File: src/rtl/kgp_pkg.sv
// Shared definitions for the operand-issue slice: register-file geometry,
// ALU op-code constants and the output-stage state type.
package kgp_pkg;

    localparam int NREG  = 32;
    localparam int REG_W = 5;
    localparam int XLEN  = 32;

    // ALU op codes carried through to ALUopsel untouched
    localparam logic [4:0] ALU_PASS     = 5'b00000;
    localparam logic [4:0] ALU_ADD      = 5'b00001;
    localparam logic [4:0] ALU_ADD_NC   = 5'b00101;
    localparam logic [4:0] ALU_AND      = 5'b00010;
    localparam logic [4:0] ALU_XOR      = 5'b00011;
    localparam logic [4:0] ALU_SHL      = 5'b01000;
    localparam logic [4:0] ALU_SHR      = 5'b01001;
    localparam logic [4:0] ALU_SRA      = 5'b01010;
    localparam logic [4:0] ALU_ROT      = 5'b01011;
    localparam logic [4:0] ALU_DIFF     = 5'b10111;

    // Shifts occupy the whole 010xx group
    function automatic logic is_shift(input logic [4:0] op);
        return op[4:2] == 3'b010;
    endfunction

    // Output stage: one register, either holding an operation or not
    typedef enum logic {
        ST_EMPTY = 1'b0,
        ST_FULL  = 1'b1
    } issue_state_t;

endpackage

File: src/rtl/reg_file.sv
// Architectural register file: two combinational read ports with
// write-through from the same-cycle write port; register 0 is hard zero.
module reg_file
    import kgp_pkg::*;
#(
    parameter int NREG = kgp_pkg::NREG
) (
    input  logic             clk,
    input  logic             rst_n,
    input  logic [REG_W-1:0] raddr_a,
    output logic [XLEN-1:0]  rdata_a,
    input  logic [REG_W-1:0] raddr_b,
    output logic [XLEN-1:0]  rdata_b,
    input  logic             wen,
    input  logic [REG_W-1:0] waddr,
    input  logic [XLEN-1:0]  wdata
);

    logic [XLEN-1:0] mem [NREG];

    // Synchronous write, async clear; writes to register 0 are dropped
    always_ff @(posedge clk or negedge rst_n) begin
        if (!rst_n) begin
            for (int i = 0; i < NREG; i++) begin
                mem[i] <= '0;
            end
        end else if (wen && waddr != '0) begin
            mem[waddr] <= wdata;
        end
    end

    // Read ports: zero for r0, bypass the in-flight write, else array
    always_comb begin
        rdata_a = mem[raddr_a];
        rdata_b = mem[raddr_b];
        if (wen && waddr != '0 && waddr == raddr_a) rdata_a = wdata;
        if (wen && waddr != '0 && waddr == raddr_b) rdata_b = wdata;
        if (raddr_a == '0) rdata_a = '0;
        if (raddr_b == '0) rdata_b = '0;
    end

endmodule

File: src/rtl/operand_issue.sv
// Operand issue stage: reads sources from the register file, tracks
// outstanding destination writes in a pending scoreboard, and hands
// operands to the ALU through a one-entry output register.
//
// Handshake: a transfer happens on a rising edge where valid && ready are
// both high. in_ready is combinational and does not depend on in_valid;
// out_valid comes straight from the output-stage state register, and the
// ALU-side outputs are held stable while out_valid && !out_ready.
module operand_issue
    import kgp_pkg::*;
#(
    parameter int NREG = kgp_pkg::NREG
) (
    input  logic             clk,
    input  logic             rst_n,
    // decode side
    input  logic             in_valid,
    output logic             in_ready,
    input  logic [REG_W-1:0] in_rs,
    input  logic [REG_W-1:0] in_rt,
    input  logic [XLEN-1:0]  in_imm,
    input  logic             in_use_imm,
    input  logic [4:0]       in_aluop,
    input  logic             in_alusel,
    input  logic [REG_W-1:0] in_rd,
    input  logic             in_wen,
    // writeback side
    input  logic             wb_valid,
    input  logic [REG_W-1:0] wb_rd,
    input  logic [XLEN-1:0]  wb_data,
    // ALU side
    output logic             out_valid,
    input  logic             out_ready,
    output logic [XLEN-1:0]  ALU_A,
    output logic [XLEN-1:0]  ALU_B,
    output logic             ALUipsel,
    output logic [4:0]       ALUopsel,
    output logic [REG_W-1:0] out_rd,
    output logic             out_wen,
    // debug view of the output-stage state
    output issue_state_t     dbg_state
);

    issue_state_t    state_q, state_d;
    logic [NREG-1:0] pending_q;
    logic [NREG-1:0] wb_mask, set_mask, pend_eff;
    logic [XLEN-1:0] rdata_a, rdata_b;
    logic            hazard, accept;

    reg_file #(.NREG(NREG)) u_reg_file (
        .clk     (clk),
        .rst_n   (rst_n),
        .raddr_a (in_rs),
        .rdata_a (rdata_a),
        .raddr_b (in_rt),
        .rdata_b (rdata_b),
        .wen     (wb_valid),
        .waddr   (wb_rd),
        .wdata   (wb_data)
    );

    // Scoreboard masks: this cycle's writeback clear and acceptance set
    always_comb begin
        wb_mask  = '0;
        set_mask = '0;
        for (int i = 1; i < NREG; i++) begin
            wb_mask[i]  = wb_valid && (wb_rd == REG_W'(i));
            set_mask[i] = accept && in_wen && (in_rd == REG_W'(i));
        end
        // A register being written back right now no longer blocks issue
        pend_eff = pending_q & ~wb_mask;
    end

    // Hazard detection (RAW on both sources, WAW on destination) and accept
    always_comb begin
        hazard = (in_rs != '0 && pend_eff[in_rs])
              || (!in_use_imm && in_rt != '0 && pend_eff[in_rt])
              || (in_wen && in_rd != '0 && pend_eff[in_rd]);
        // rst_n gating keeps in_ready low while the block is held in reset
        in_ready = rst_n && (state_q == ST_EMPTY || out_ready) && !hazard;
        accept   = in_valid && in_ready;
    end

    // Pending bits: set on acceptance wins over a same-index writeback
    always_ff @(posedge clk or negedge rst_n) begin
        if (!rst_n) begin
            pending_q <= '0;
        end else begin
            pending_q <= (pending_q & ~wb_mask) | set_mask;
        end
    end

    // Output-stage state register
    always_ff @(posedge clk or negedge rst_n) begin
        if (!rst_n) begin
            state_q <= ST_EMPTY;
        end else begin
            state_q <= state_d;
        end
    end

    // Output-stage next state: accept fills, consume without accept drains
    always_comb begin
        state_d = state_q;
        case (state_q)
            ST_EMPTY: if (accept) state_d = ST_FULL;
            ST_FULL: begin
                if (accept)         state_d = ST_FULL;
                else if (out_ready) state_d = ST_EMPTY;
            end
            default: state_d = ST_EMPTY;
        endcase
    end

    // Output payload: operands sampled once at acceptance, then held
    always_ff @(posedge clk or negedge rst_n) begin
        if (!rst_n) begin
            ALU_A    <= '0;
            ALU_B    <= '0;
            ALUipsel <= 1'b0;
            ALUopsel <= '0;
            out_rd   <= '0;
            out_wen  <= 1'b0;
        end else if (accept) begin
            ALU_A    <= rdata_a;
            ALU_B    <= in_use_imm ? in_imm : rdata_b;
            ALUipsel <= in_alusel;
            ALUopsel <= in_aluop;
            out_rd   <= in_rd;
            out_wen  <= in_wen;
        end
    end

    assign out_valid = (state_q == ST_FULL);
    assign dbg_state = state_q;

endmodule
File: config.mk
export PLATFORM = sky130hd
export DESIGN_NAME = operand_issue
export DESIGN_NICKNAME = d
export VERILOG_FILES = /design/src/rtl/kgp_pkg.sv /design/src/rtl/reg_file.sv /design/src/rtl/operand_issue.sv
export SDC_FILE = /design/constraint.sdc
export NUM_CORES = 2
export LEC_CHECK = 0
export CORE_MARGIN = 8
export CORE_UTILIZATION = 53
export DETAILED_ROUTE_END_ITERATION = 7
export GPL_ROUTABILITY_DRIVEN = 0
export PLACE_DENSITY = 0.78
export SLEW_MARGIN = 20
export SYNTH_ARGS = -nofsm -noshare
export SYNTH_HDL_FRONTEND = slang
export SYNTH_SLANG_ARGS = --single-unit
File: constraint.sdc
create_clock -name clk -period 7.1 [get_ports clk]
set_clock_uncertainty 0.1 [all_clocks]
set_input_delay 1.065 -clock clk [delete_from_list [all_inputs] [get_ports clk]]
set_output_delay 1.065 -clock clk [all_outputs]
set_load 0.02 [all_outputs]
==> summary.md <==
| Metric | Value |
|---|---|
| Pre-CTS setup slack | around 1 ns |
| Ys flop type | dfrtp_1 |
| Clk slew on worst S/H paths | 0.06 ns |
| LEAKAGE | roughly 29 nW |
| Post-DP HPWL | just under 100000 um |
| Clock sinks | 1132 |
| Resize count post-CTS | 0 |
| Pint | approximately 14 mW |
| # setup viols final | 0 |
| GRT Util Overall | 0.282 |
| Vert. Die Dim | between 300 and 400 um |
| Input/output buffers | about 180 |
| Vias per cell | 6.98 |
| Max Clk Rate | 0.161 GHz |
| CORE AREA | around 0.11 mm2 |
| Pins Over Slew Limit | 0 |
| Clock share of power | 0.333 |
| Top cell type's share of synthesized area | 0.469 |
| Placed cell area | 0.0634 mm2 |
| Max-cap violation count | 0 |
| Final Net Count | 4279 |
| Synthesized flop and latch total | 1132 |
| Mean Syn Cell Area | around 14 um2 |
| FF/Latch Area | roughly 0.028 mm2 |
| Post-CTS setup buffers | 0 |
| Post-route ant nets | 0 |
| Comb pwr share | 0.220 |
| Worst-path maximum fanout | 15 |
| Sequential fraction of the synthesis area | 0.469 |
| Die Wd | about 350 um |
| Arr. time, crit path | 5.05 ns |
| Syn Inst Count | 4252 |
| R2R depth | 9 |
| RSZ-0062 raised after global routing | no |
| Die Area | 0.125 mm2 |
| PwrDens | between 200 and 300 mW/mm2 |
| IO Pins | 176 |
| DR DRC count | 10 |
| Initial antenna violation count | 3 |
| CTS tree | yes |
| Number of cell rows | 124 |
| Relative slew margins | 0.207 |
| Pin count of the biggest net entering global routing | between 150 and 200 |
| Total number of vias | slightly above 40000 |
| Async SR Flop Fraction | 1.00 |
| EDFF count, synth | 0 |
| Design area | roughly 0.067 mm2 |
| WP data required | slightly below 6 ns |
| Post-synthesis to final-layout area growth | 11.6% |
| Vias in the first global route | about 42000 |
| Final hold vios | 0 |
| Post-Syn Area | roughly 0.06 mm2 |
| Slew @ Worst Pin | about 1.2 ns |
| Area taken by multi-input logic gates | roughly 0.030 mm2 |
| Yosys warns | 0 |
| CTS buffer count | 114 |
| Cell taking the most area after synthesis | dfrtp_1 |
| Commonest cells in the netlist | dfrtp_1 (1132), mux2_2 (1065), mux4_2 (456), clkbuf_1 (317), o21ai_0 (224) |
| Fin crit share | 0.875 |
| RR Startpoint | pending_q[4] |
| Failing checks | design-rule violations |
| Outcome | finished, violations left |
| Seq pwr share | 0.447 |
| Crit end category | output port |
| Worst r2r dst | ALU_A[16] |
| Post-CTS Hold Buffers | 0 |
| Grt ovf | 0 |
| Register-to-register setup slack | between 3 and 4 ns |
| Routed wire length per instance | 31.0 um |
| Starting Density | 0.531 |
| First-pass GRT wire length | around 270000 um |
| Netlist cell types | 70 |
| CTS root buf | clkbuf_16 |
| Crit start category | primary input |
| Main area contributors after synthesis | dfrtp_1 (47%), mux2_2 (20%), mux4_2 (17%), mux2i_1 (3.3%), clkbuf_1 (2.0%) |
| Worst hold path class | in -> async |
| Switching share of power | 0.275 |
| Drt first pass iters | 8 |
| Setup CP Type | in -> out |
| Min Tclk post-route | 6.21 ns |
| Skew-Pair Late Insertion Delay | 0.70 ns |
| Count leader, synth | dfrtp_1 |
| Post-Syn Nets | 4349 |
| Worst VDD drop | roughly 0.19 mV |
| H-tree depth | 3 |
| Final worst slack | 0.888 ns |
| Fillcell total | approximately 8500 |
| DRT iter0 DRCs | 4608 |
| Layout cell share with drive strength beyond 1 | 0.443 |
| Psw | about 5.3 mW |
| Setup_tns | 0 ns |
| Largest buffer count on any clock path | 3 |
| Routed Wire Length | 180000 um |
## cell usage in the layout, fill, tap and decap left out, types with 5 or more instances in the layout
cell and instances:
nor2_4 21, bufinv_16 15, mux2_2 1065, o211ai_1 46, clkbuf_16 117, o21ai_1 9, nand2_1 25, mux4_2 456
clkdlybuf4s50_1 163, nor2b_1 7, mux2i_1 197, o21ai_0 224, nand2b_1 10, a21oi_1 101, nand3_1 12, inv_1 6
nor2_1 75, mux2_1 70, clkinv_2 25, nand2_2 12, buf_12 13, o2111ai_1 7, nand4_1 5, dfrtp_1 1132
clkbuf_8 25, buf_4 100, a221oi_1 65, clkbuf_1 22, o31ai_1 17, a22oi_1 97, o22ai_1 36, xnor2_1 7
## routing by layer
metal	routed length (um)	track usage
met4	9010	0.133
met2	84400	0.439
met5	0	0
met1	70300	0.383
met3	16100	0.0548
## power groups by stage
stage                     registers (mW)  clock network [mW]  logic, mW
after floorplan                     8.63                   0       2.87
after global placement              8.63                   0       4.13
after detailed placement            8.73                   0       4.24
after CTS                           8.63                6.53       4.27
after global routing                8.82                6.79       4.54
final                               8.67                6.46       4.26
## registers in the layout (all words and copies together), names as in the netlist
name            cells
pending_q          31
ALUipsel            1
out_wen             1
u_reg_file.mem   1024
ALU_A              32
out_rd              5
ALUopsel            5
ALU_B              32
dbg_state           1
## how the worst max path moves through the flow
stage / startpoint / end / slack (ns) / depth (start not counted)
3_3_place_gp: wb_rd[3] / in_ready / 1.09 / 9
5_1_grt: wb_rd[3] / in_ready / 0.80 / 9
2_1_floorplan: wb_rd[4] / in_ready / 2.79 / 9
3_5_place_dp: wb_rd[3] / in_ready / 1.0 / 9
6_report: wb_rd[3] / in_ready / 0.89 / 9
4_1_cts: wb_rd[3] / in_ready / 0.99 / 9
## critical path, stage by stage
cell	delay [ns]
clkdlybuf4s50_1	0.79
nand4bb_1	0.60
o311ai_0	0.52
o211ai_1	0.15
or3_1	0.37
a311o_1	0.37
a211oi_2	0.35
and2_1	0.21
clkdlybuf4s50_1	0.62
## cells by family after synthesis
logic type                after synthesis  share of synthesized area
muxes                                1788                      0.414
DFF                                  1132                      0.469
AOI/OAI and AO/OA                     625                     0.0651
buffers and inverters                 481                     0.0323
and+or+nand+nor                       216                     0.0185
xor gates and xnor gates               10                    0.00145
## area by class of cell
type,count,share of cell area
Sequential cell,1132,0.420
Tap cell,1512,0.0280
Antenna cell,2,0.0000742
Multi-Input combinational cell,2639,0.450
Clock inverter,50,0.0102
Clock buffer,164,0.0497
Inverter,9,0.000575
Timing Repair Buffer,286,0.0413
## stage by stage
stage               hold WS, ns  utilization  power, mW  instances
floorplan                 0.345            -       11.5       4252
global placement          0.281        0.557       12.8       5575
detailed placement        0.286        0.558       13.0       5577
CTS                       0.206        0.593       19.4       5791
global route              0.238        0.593       20.1       5793
finish                    0.222        0.593       19.4       5794
Note: power is estimated with default switching activity, not from simulation.
